File: config.mk
export PLATFORM = sky130hd
export DESIGN_NAME = vc_arbiter_ctrl
export DESIGN_NICKNAME = d
export VERILOG_FILES = /design/src/rtl/vc_arbiter_ctrl.sv
export SDC_FILE = /design/constraint.sdc
export NUM_CORES = 1
export LEC_CHECK = 0
export CORE_ASPECT_RATIO = 1.25
export CORE_UTILIZATION = 35
export DETAILED_ROUTE_END_ITERATION = 8
export PLACE_DENSITY_LB_ADDON = 0.05
export SLEW_MARGIN = 20
export SYNTH_ARGS = -nofsm -noshare
export SYNTH_HDL_FRONTEND = slang
export SYNTH_SLANG_ARGS = --single-unit
File: constraint.sdc
create_clock -name clk_i -period 2.6 [get_ports clk_i]
set_input_delay 0.52 -clock clk_i [delete_from_list [all_inputs] [get_ports clk_i]]
set_output_delay 0.52 -clock clk_i [all_outputs]
set_load 0.02 [all_outputs]
File: src/rtl/vc_arbiter_ctrl.sv
// Transmit-side virtual-channel controller: sequences VC FIFO bring-up, then
// moves words from VC0/VC1 into destinations D0/D1 with strict VC0 priority.
module vc_arbiter_ctrl #(
    parameter int data_width   = 6,
    parameter int umbral_width = 4,
    parameter int cnt_width    = 8
) (
    input  logic                    clk_i,
    input  logic                    reset_i,
    input  logic                    init_i,
    input  logic [umbral_width-1:0] umbral_vc0_in_i,
    input  logic [umbral_width-1:0] umbral_vc1_in_i,
    output logic [umbral_width-1:0] umbral_vc0_o,
    output logic [umbral_width-1:0] umbral_vc1_o,
    output logic                    fifo_init_o,
    input  logic                    empty_vc0_i,
    input  logic                    empty_vc1_i,
    input  logic [data_width-1:0]   data_vc0_i,
    input  logic [data_width-1:0]   data_vc1_i,
    input  logic                    almost_full_d0_i,
    input  logic                    almost_full_d1_i,
    input  logic                    error_vc0_i,
    input  logic                    error_vc1_i,
    input  logic                    error_d0_i,
    input  logic                    error_d1_i,
    output logic                    rd_vc0_o,
    output logic                    rd_vc1_o,
    output logic                    push_d0_o,
    output logic                    push_d1_o,
    output logic [data_width-1:0]   data_out_o,
    output logic [cnt_width-1:0]    cnt_d0_o,
    output logic [cnt_width-1:0]    cnt_d1_o,
    output logic [4:0]              state_o,
    output logic                    idle_o,
    output logic                    error_out_o
);

    typedef enum logic [4:0] {
        ST_RESET  = 5'b00001,
        ST_INIT   = 5'b00010,
        ST_IDLE   = 5'b00100,
        ST_ACTIVE = 5'b01000,
        ST_ERROR  = 5'b10000
    } state_e;

    state_e                  state_q, state_d;
    logic [umbral_width-1:0] umbral_vc0_q, umbral_vc0_d;
    logic [umbral_width-1:0] umbral_vc1_q, umbral_vc1_d;
    logic                    push_d0_q, push_d0_d;
    logic                    push_d1_q, push_d1_d;
    logic [data_width-1:0]   data_out_q, data_out_d;
    logic [cnt_width-1:0]    cnt_d0_q, cnt_d0_d;
    logic [cnt_width-1:0]    cnt_d1_q, cnt_d1_d;

    logic                    any_error;
    logic                    arb_en;
    logic                    blk0, blk1;
    logic                    grant0, grant1, grant_any;
    logic [data_width-1:0]   grant_word;

    // Error and init pre-empt arbitration, so a word is only read when it
    // is guaranteed to be pushed on the next edge.
    always_comb begin
        any_error  = error_vc0_i | error_vc1_i | error_d0_i | error_d1_i;
        arb_en     = (state_q == ST_ACTIVE) && !reset_i && !any_error && !init_i;
        blk0       = data_vc0_i[data_width-1] ? almost_full_d1_i : almost_full_d0_i;
        blk1       = data_vc1_i[data_width-1] ? almost_full_d1_i : almost_full_d0_i;
        grant0     = arb_en && !empty_vc0_i && !blk0;
        grant1     = arb_en && !grant0 && !empty_vc1_i && !blk1;
        grant_any  = grant0 | grant1;
        grant_word = grant0 ? data_vc0_i : data_vc1_i;
    end

    always_comb begin
        state_d = state_q;
        case (state_q)
            ST_RESET:  state_d = ST_INIT;
            ST_INIT: begin
                if (any_error)    state_d = ST_ERROR;
                else if (!init_i) state_d = ST_IDLE;
            end
            ST_IDLE: begin
                if (any_error)                        state_d = ST_ERROR;
                else if (init_i)                      state_d = ST_INIT;
                else if (!empty_vc0_i || !empty_vc1_i) state_d = ST_ACTIVE;
            end
            ST_ACTIVE: begin
                if (any_error)                       state_d = ST_ERROR;
                else if (init_i)                     state_d = ST_INIT;
                else if (empty_vc0_i && empty_vc1_i) state_d = ST_IDLE;
            end
            ST_ERROR:  state_d = ST_ERROR;
            default:   state_d = ST_RESET;
        endcase
    end

    always_comb begin
        umbral_vc0_d = umbral_vc0_q;
        umbral_vc1_d = umbral_vc1_q;
        push_d0_d    = grant_any && !grant_word[data_width-1];
        push_d1_d    = grant_any &&  grant_word[data_width-1];
        data_out_d   = data_out_q;
        cnt_d0_d     = cnt_d0_q;
        cnt_d1_d     = cnt_d1_q;
        if (state_q == ST_INIT) begin
            umbral_vc0_d = umbral_vc0_in_i;
            umbral_vc1_d = umbral_vc1_in_i;
        end
        if (grant_any) data_out_d = grant_word;
        if (push_d0_d) cnt_d0_d = cnt_d0_q + cnt_width'(1);
        if (push_d1_d) cnt_d1_d = cnt_d1_q + cnt_width'(1);
    end

    always_ff @(posedge clk_i) begin
        if (reset_i) begin
            state_q      <= ST_RESET;
            umbral_vc0_q <= '0;
            umbral_vc1_q <= '0;
            push_d0_q    <= 1'b0;
            push_d1_q    <= 1'b0;
            data_out_q   <= '0;
            cnt_d0_q     <= '0;
            cnt_d1_q     <= '0;
        end else begin
            state_q      <= state_d;
            umbral_vc0_q <= umbral_vc0_d;
            umbral_vc1_q <= umbral_vc1_d;
            push_d0_q    <= push_d0_d;
            push_d1_q    <= push_d1_d;
            data_out_q   <= data_out_d;
            cnt_d0_q     <= cnt_d0_d;
            cnt_d1_q     <= cnt_d1_d;
        end
    end

    // FIFOs stay enabled in ERROR so their contents survive for inspection.
    assign fifo_init_o  = (state_q == ST_IDLE) || (state_q == ST_ACTIVE) || (state_q == ST_ERROR);
    assign umbral_vc0_o = umbral_vc0_q;
    assign umbral_vc1_o = umbral_vc1_q;
    assign rd_vc0_o     = grant0;
    assign rd_vc1_o     = grant1;
    assign push_d0_o    = push_d0_q;
    assign push_d1_o    = push_d1_q;
    assign data_out_o   = data_out_q;
    assign cnt_d0_o     = cnt_d0_q;
    assign cnt_d1_o     = cnt_d1_q;
    assign state_o      = state_q;
    assign idle_o       = (state_q == ST_IDLE);
    assign error_out_o  = (state_q == ST_ERROR);

endmodule
# --- Yosys cells after proc, flatten, opt, wreduce, memory -nomap -nowiden ---
# Index checks and enable logic that the tools add are counted.
op_classes:
  muxes: 12
  multipliers: 0
  eq_ne: 8
  n_bitwise: 4
  n_addsub: 2
  shift: 0
  div: 0
  magnitude_cmp: 0
  reduce_logical: 24
op_table:
  columns: ["cell", "n"]
  rows:
  - ["$mux W5", 8]
  - ["$pmux W5 S5", 1]
  - ["$add A8 B1 Y8 const B", 2]
  - ["$logic_and A1 B1 Y1", 11]
  - ["$logic_not A1 Y1", 9]
  - ["$mux W6", 1]
  - ["$eq A5 B1 Y1 const B", 1]
  - ["$eq A5 B2 Y1 const B", 1]
  - ["$eq A5 B3 Y1 const B", 1]
  - ["$eq A5 B4 Y1 const B", 1]
  - ["$eq A5 B5 Y1 const B", 1]
  - ["$ne A4 B2 Y1 const B", 1]
  - ["$ne A4 B3 Y1 const B", 1]
  - ["$or A1 B1 Y1", 4]
  - ["$logic_or A1 B1 Y1", 3]
  - ["$ne A3 B3 Y1 const B", 1]
  - ["$reduce_and A3 Y1", 1]
  - ["$mux W1", 2]
word_totals:
  out_inout_bits: 42
  memories: 0
  latch_bits: 0
  register_bits: 37
  mem_bits_ro: 0
  mem_bits_rw: 0

# --- Depth between registers and ports, before layout ---
# Gate-level depths: netlist (run 1).
logic_depth:
  word_depth: 14
  depth_mapped: 7

# --- Worst setup path after synthesis (run 1) ---
# OpenSTA, ideal clock, no wires.
synth_timing:
  kind: "input -> output"
  start: "input port error_vc1_i"
  end: "output port rd_vc1_o"
  arrival_ns: 1.802
  path_slack_ns: 0.278
  required_ns: 2.080
  path_stages: 3
  cell_sequence: "nor4_4 -> nand4b_1 -> nor4_1"
synth_via:
  elab_chain_cells: 12
synth_lines:
  columns: ["element", "line_no", "rtl"]
  rows:
  - ["start, declared", "23", "input logic error_vc1_i,"]
  - ["$or A1 B1 Y1 (*) (3 in a row)", "64", "any_error = error_vc0_i | error_vc1_i | error_d0_i | error_d1_i;"]
  - ["$logic_not A1 Y1 (*)", "65", "arb_en = (state_q == ST_ACTIVE) && !reset_i && !any_error && !init_i;"]
  - ["$logic_and A1 B1 Y1 (*) (2 in a row)", "65", null]
  - ["$logic_and A1 B1 Y1 (2 in a row)", "68", "grant0 = arb_en && !empty_vc0_i && !blk0;"]
  - ["$logic_not A1 Y1", "69", "grant1 = arb_en && !grant0 && !empty_vc1_i && !blk1;"]
  - ["$logic_and A1 B1 Y1 (*) (3 in a row)", "69", null]
  - ["end, declared", "27", "output logic rd_vc1_o,"]
# Every way passes the cells marked *; elsewhere a longest branch is shown, timed or not.

# --- Worst setup path in the final report (run 1) ---
layout_timing:
  start: "input port error_vc0_i"
  end: "register cnt_d0_q[7] (netlist: cnt_d0_o[7])"
layout_via:
  elab_chain_cells: 14
  word_cells_on_any_way: 16
  cone_classes: "mux: 1; bitwise: 4; reduce/logical: 11"
layout_lines:
  columns: ["element", "line_no", "rtl"]
  rows:
  - ["start, declared", "22", "input logic error_vc0_i,"]
  - ["$or A1 B1 Y1 (*) (3 in a row)", "64", null]
  - ["$logic_not A1 Y1 (*)", "65", null]
  - ["$logic_and A1 B1 Y1 (*) (2 in a row)", "65", null]
  - ["$logic_and A1 B1 Y1 (2 in a row)", "68", null]
  - ["$logic_not A1 Y1", "69", null]
  - ["$logic_and A1 B1 Y1 (3 in a row)", "69", null]
  - ["$or A1 B1 Y1", "70", "grant_any = grant0 | grant1;"]
  - ["$logic_and A1 B1 Y1 (*)", "100", "push_d0_d = grant_any && !grant_word[data_width-1];"]
  - ["end signal, assigned", "131", "cnt_d0_q <= cnt_d0_d;"]
  - ["end, declared", "52", "logic [cnt_width-1:0] cnt_d0_q, cnt_d0_d;"]
# Marked as above.
# A chain may end at the register's enable or synchronous reset.

==> impl_results.md, run 1 <==
* Final worst-path cycle share at 96.44%
* Remaining DRCs at 0
* Worst Setup Start Kind: primary input
* Final clock skew at 0.004261 ns
* Post-synthesis xor/xnor area fraction at 2.819%
* Via Count at 1838
* Main synth FF type: dfxtp_1
* Fin. Hold Viols at 0
* F_max at 398.8 MHz
* Die Y at 83.60 µm
* CTS buffer count at 5
* Setup TNS Final at 0 ns
* Clock Tree Root: clkbuf_8
* RR Startpoint: state_o[4]$_SDFFE_PP0P_
* CTS H-tree depth at 2
* P&R area growth vs syn at 57.52%
* Average cell area after synthesis at 8.835 µm²
* Vias per cell at 5.008
* Post-synth top area cell: dfxtp_1
* Final setup vio count at 0
* Die Area at 5625 µm²
* Post-detailed-route count of antenna-violating nets at 0
* Post-Synth Simple-Gate Area at 26.64%
* CTS Hold Bufs at 0
* Row count at 29
* CP startpoint: error_vc0_i
* Hold Path Class: reg2reg
* Routed WL at 4445 µm
* CTS tree: built
* Main combinational cell family by area after synthesis: simple AND/OR/NAND/NOR gates
* Die Wd at 67.28 µm
* 1st-iter DRT viols at 69
* Gr usage total at 16.55%
* Post-Synthesis Cells at 211
* Deepest clock path buffer count at 2
* Top cells by area, synth: dfxtp_1, mux2i_1, nor2_1
* Pwr Density at 448.8 nW/µm²
* Vias in the first global route at 1763
* First-pass GRT wire length at 7369 µm
* Hold Slack at 0.4885 ns
* Worst EP arrival at 2.69 ns
* RSZ-0062 raised after global routing: no
* Finished Core Util at 57.40%
* # diodes at 0
* Pins over their slew limit at 0
* Adder-cell share of the synthesized area at 1.342%
* Pleak at 0.001157 µW
* CTS clk-pin slew, worst paths at 0.08 ns
* Critical path type: in2reg
* Post-synthesis mux area share at 12.82%
* Initial Util at 36.44%
* Maximum vdd ir drop at 0.3335 mV
* Synth warn at 0
* Max Cap Viol at 0
* HP Start: data_out_o[5]$_SDFFE_PP0P_
* Cell area after synthesis at 1864 µm²
* Compound-Gate Fraction of Synth Area at 12.75%
* Critical path required time at 2.78 ns
* Synth cell types at 48
* Post-layout net count at 337
* #FFs+latches synth at 37
* Most frequent cell after synthesis: dfxtp_1
* Critical-path maximum fanout at 3
* Outcome: finished clean
* Register area share after synthesis at 39.73%
* Syn_nets at 244
* Clock sink count at 37
* Drt pass-1 iters at 4
* Core Region at 5116 µm²
* EDFF count, synth at 0
* Top cell type's share of synthesized area at 39.73%
* PortBufs at 72
* Final HPWL DP at 3305 µm
* Num ports at 73
* DR WL/cell at 12.11 µm
* Min Clock Period, post-route at 2.507 ns
* Largest net degree at the start of global routing at 27
* Slew @ Worst Pin at 0.5076 ns
* Placer Congestion at 0.8118
* Layout cells sized above 1 at 19.02%
* Worst Setup End Kind: flip-flop
* Top cells by count, synth: dfxtp_1, nor2_1, mux2i_1
* Async set-reset flop share out of synthesis at 0%
* GRT Residual Overflow at 0
* Final-layout fill cell count at 485
* Initial antenna violation count at 0
* Worst-Skew Late Latency at 0.29 ns
* Worst rel slew slack at 66.08%
[timing repair]
| item | 4_1_cts | 5_1_grt |
|---|---|---|
| setup endpoints to repair | 3 | 5 |
| pin swaps | 2 | 2 |
| setup buffers | 1 | 1 |
| gates resized for setup | 11 | 5 |
[state kept, by name, indices dropped and copies added (netlist names)]
signal and cells:
umbral_vc0_o 4, umbral_vc1_o 4, push_d1_o 1, cnt_d1_o 8, push_d0_o 1, data_out_o 6, state_o 5, cnt_d0_o 8
[stage by stage]
stage | cells | setup WS (ns) | total power (µW) | area (µm²)
2_1_floorplan | 211 | 0.2776 | 712.5 | 1864
3_3_place_gp | 357 | -0.3618 | 828.4 | 2793
3_5_place_dp | 357 | -0.3911 | 830.2 | 2793
4_1_cts | 366 | 0.01160 | 1336 | 2918
5_1_grt | 367 | 0.002876 | 1381 | 2937
6_report | 367 | 0.09264 | 1318 | 2937
[logic make-up after synthesis]
logic type      count (synthesis)
buf+inv                        19
fa+ha+maj                       2
compound gates                 34
xor+xnor                        6
mux                            23
flops                          37
simple gates                   90
[routing by layer]
metal,GRT usage [%],share of wire (%),vias to the layer above
met5,0,0,-
met3,5.191,7.6,5
li1,-,-,938
met1,19.98,45,839
met4,4.836,1.3,0
met2,27.36,46,56
[placed cells by master, fill, tap and decap left out, drive strengths merged, types with 2 or more instances in the layout]
cell type      synthesis  final
inv                    7      7
a31oi                  2      2
clkdlybuf4s50          0     68
nand2b                 5      5
ha                     2      2
nor3b                  3      3
nand2                 10     10
xnor2                  3      3
o21a                   2      2
nor4                   4      4
nand4                  6      6
buf                    1     27
nor2                  33     33
and2                   3      3
or4                    2      2
nor2b                  7      7
clkinv                 1      2
clkbuf                10      5
mux2                   7      7
dfxtp                 37     37
nand3                  4      4
xor2                   3      3
a21oi                  4      4
o32a                   2      2
a31o                   2      2
a211oi                 8      8
mux2i                 16     16
nor3                   6      6
o21ai                  7      7
or3                    2      2
[where the power goes]
part	internal, µW	total [µW]	switching (µW)
Combinational	125	224	98.7
Sequential	580	592	12.1
Clock	287	502	215
[worst max-delay path, cell delays in order]
cell and delay [ns]:
clkdlybuf4s50_1 0.45, nor4_4 0.35, and4b_4 0.29, buf_4 0.13
nand3_2 0.08, or4_1 0.54, mux2_1 0.33
[cell type report]
| class | count | area, µm² | share of cell area, % |
|---|---|---|---|
| Clock buffer | 5 | 68.82 | 2.343 |
| Sequential cell | 37 | 742.0 | 25.27 |
| Multi-Input combinational cell | 155 | 1072 | 36.51 |
| Clock inverter | 3 | 46.29 | 1.576 |
| Timing Repair Buffer | 97 | 899.6 | 30.63 |
| Inverter | 8 | 30.03 | 1.023 |
| Tap cell | 62 | 77.57 | 2.642 |
[final timing paths]
check | cells after the start | slack [ns] | end
setup reg to reg | 6 | 0.41 | cnt_d0_o[7]$_SDFFE_PP0P_
hold / removal | 1 | 0.49 | data_out_o[5]$_SDFFE_PP0P_
hold reg to reg | 1 | 0.49 | data_out_o[5]$_SDFFE_PP0P_
setup / recovery | 7 | 0.09 | cnt_d0_o[7]$_SDFFE_PP0P_
No activity file was read; power rests on OpenSTA's default activity.
==> inputs of run 2 (changes only) <==
Settings changed: CORE_MARGIN set to 2.
==> run 2 against run 1 <==
Against the previous run: die area increased by 5.4%; core utilization increased by 0.17 points; clock skew increased by 0.0036 ns; routed wire length increased by 0.49%; largest cell class unchanged.
==> impl_results.md, run 2 (same netlist as run 1, synthesis figures left out) <==
* Outcome: finished clean
* CTS H-tree depth at 2 (unchanged)
* Final setup vio count at 0 (unchanged)
* Final worst-path cycle share at 97.38% (+0.94 points)
* Via Count at 1818 (-1.1%)
* Critical path buffers and inverters at 3 (+1)
* Core Region at 5116 µm² (unchanged)
* Final HPWL DP at 3398 µm (+2.8%)
* Worst Setup End Kind: flip-flop
* Global Route met3 Usage at 4.935% (-0.26 points)
* Design Area, Final at 2945 µm² (+0.30%)
* HP Start: data_out_o[5]$_SDFFE_PP0P_
* Post-CTS Setup Bufs at 0 (-1)
* Hold Path Class: reg2reg
* Pwr Density at 446.6 nW/µm² (-0.48%)
* Placer Congestion at 0.8179 (+0.75%)
* Pins over their slew limit at 0 (unchanged)
* Remaining DRCs at 0 (unchanged)
* Setup TNS Final at 0 ns (unchanged)
* CTS Hold Bufs at 0 (unchanged)
* Largest net degree at the start of global routing at 27 (unchanged)
* 1st-iter DRT viols at 89 (+29%)
* First-pass GRT wire length at 7479 µm (+1.5%)
* RSZ-0062 raised after global routing: yes
* CTS buffer count at 5 (unchanged)
* Die Area at 5930 µm² (+5.4%)
* Deepest clock path buffer count at 2 (unchanged)
* CP max stage cell: clkdlybuf4s50_1
* Worst EP arrival at 2.71 ns (+0.02 ns)
* Die Y at 85.60 µm (+2.4%)
* Critical path required time at 2.78 ns (about the same)
* Commonest non-fill, non-tap cell in the layout: clkdlybuf4s50_1
* Initial Util at 36.44% (unchanged)
* Placed insts at 361 (+1.1%)
* Initial antenna violation count at 0 (unchanged)
* Num ports at 73 (unchanged)
* RR Startpoint: state_o[3]$_SDFFE_PP0P_
* Gr usage total at 15.19% (-1.4 points)
* CTS tree: built
* Die Wd at 69.28 µm (+3.0%)
* Critical path type: in2reg
* Worst path depth at 8 (+1)
* Layout Cells excl Fill at 369 (+0.54%)
* Post-detailed-route count of antenna-violating nets at 0 (unchanged)
* Worst Setup Start Kind: primary input
* PortBufs at 72 (unchanged)
* Finished Core Util at 57.57% (+0.17 points)
* CTS clk-pin slew, worst paths at 0.08 ns (about the same)
* Min Clock Period, post-route at 2.532 ns (+0.02451 ns)
* GR Util met2 at 25.00% (-2.4 points)
* Routed WL at 4467 µm (+0.49%)
* CP Cell Sequence: clkdlybuf4s50_1 > nor4_4 > nand4b_1 > buf_4 > or3_4 > buf_4 > nor2_1 > mux2_2
* Final-layout fill cell count at 478 (-1.4%)
* Placed cell area at 2823 µm² (+1.1%)
* Slowest stage delay, CP at 0.45 ns (-0.09 ns)
* R2R cell count at 8 (+2)
* # diodes at 0 (unchanged)
* Worst rel slew slack at 64.47% (-1.6 points)
* DR WL/cell at 12.11 µm (about the same)
* Vias in the first global route at 1710 (-3.0%)
* Crit path top cell by count: buf_4
* R2R setup slack at 0.39 ns (-0.02 ns)
* Top Family by Delay on Critical Path: simple AND/OR/NAND/NOR gates
* Max Cap Viol at 0 (unchanged)
* Vias per cell at 4.927 (-1.6%)
* RR Endpoint: cnt_d1_o[5]$_SDFFE_PP0P_
* Met1 Use GR at 18.90% (-1.1 points)
* Clock sink count at 37 (unchanged)
* Worst-Skew Late Latency at 0.29 ns (about the same)
* Clock Tree Root: clkbuf_8
* Critical-path maximum fanout at 3 (unchanged)
* Final clock skew at 0.007822 ns (+0.003561 ns)
* Hold depth at 1 (unchanged)
* Row count at 29 (unchanged)
* Drt pass-1 iters at 4 (unchanged)
* Worst Hold Path EP: data_out_o[5]$_SDFFE_PP0P_
* GRT Residual Overflow at 0 (unchanged)
* Pleak at 0.001157 µW (about the same)
* P&R area growth vs syn at 57.99%
* Fin. Hold Viols at 0 (unchanged)
* Layer with the highest usage: met2
* Commonest cells after routing, fill and taps aside: clkdlybuf4s50_1, dfxtp_1, nor2_1, buf_4, mux2i_1
* Slew @ Worst Pin at 0.5317 ns (+0.02406 ns)
* Maximum vdd ir drop at 0.2684 mV (-20%)
* Layout cells sized above 1 at 18.89% (-0.12 points)
* Post-layout net count at 339 (+0.59%)
* F_max at 395.0 MHz (-0.97%)
## run 2: cell types whose count changed in the layout (fill, tap and decap cells not counted)
cell,change
nor3_1,+1
dfxtp_1,+1
dfxtp_2,-1
buf_4,+3
clkdlybuf4s50_1,+1
nor3_2,-1
buf_2,-1
dlymetal6s2s_1,-1
## run 2: worst reg2reg max path: stages (launching register included)
cell	delay [ns]
dfxtp_1	0.43
nor3b_1	0.21
buf_4	0.14
nand4b_1	0.15
buf_4	0.19
or3_4	0.38
buf_4	0.15
nor2_1	0.12
mux2_2	0.34
## run 2: per-stage QoR
step	setup WS (ns)	hold slack, ns	power [µW]
after floorplan	0.2776	0.5366	712.5
after global placement	-0.3559	0.4563	831.6
after detailed placement	-0.4133	0.4575	834.2
after CTS	0.01838	0.4808	1338
after global routing	-0.01430	0.4963	1376
final	0.06813	0.4815	1315
## run 2: repair_timing
item | 4_1_cts | 5_1_grt
gates resized for setup | 10 | 4
setup endpoints to repair | 3 | 6
pin swaps | 0 | 3
## run 2: final cells by class
cell class                      count  area, µm²  area share, %
Multi-Input combinational cell    155       1067          36.24
Timing Repair Buffer               99      914.6          31.05
Sequential cell                    37      740.7          25.15
Tap cell                           62      77.57          2.634
Clock buffer                        5      68.82          2.336
Clock inverter                      3      46.29          1.572
Inverter                            8      30.03          1.020
## run 2: where the power goes
group          switching, µW  internal, µW  total [µW]
Clock                    208           287         495
Combinational            104           127         231
Sequential              9.05           580         589
Total                    321           994        1320
## run 2: how the worst max path moves through the flow
stage,startpoint,end
final,error_d1_i,cnt_d1_o[5]$_SDFFE_PP0P_
after global routing,error_d1_i,cnt_d1_o[5]$_SDFFE_PP0P_
after CTS,error_vc1_i,rd_vc0_o
after detailed placement,error_vc1_i,rd_vc1_o
after global placement,error_vc1_i,rd_vc1_o
after floorplan,error_vc1_i,rd_vc1_o
## run 2: per-layer routing
metal	routed length (µm)	vias up	part of all wire, %
li1	-	939	-
met1	1983	813	44
met2	2084	60	47
met3	353	6	7.9
met4	45	0	1.0
met5	0	-	0
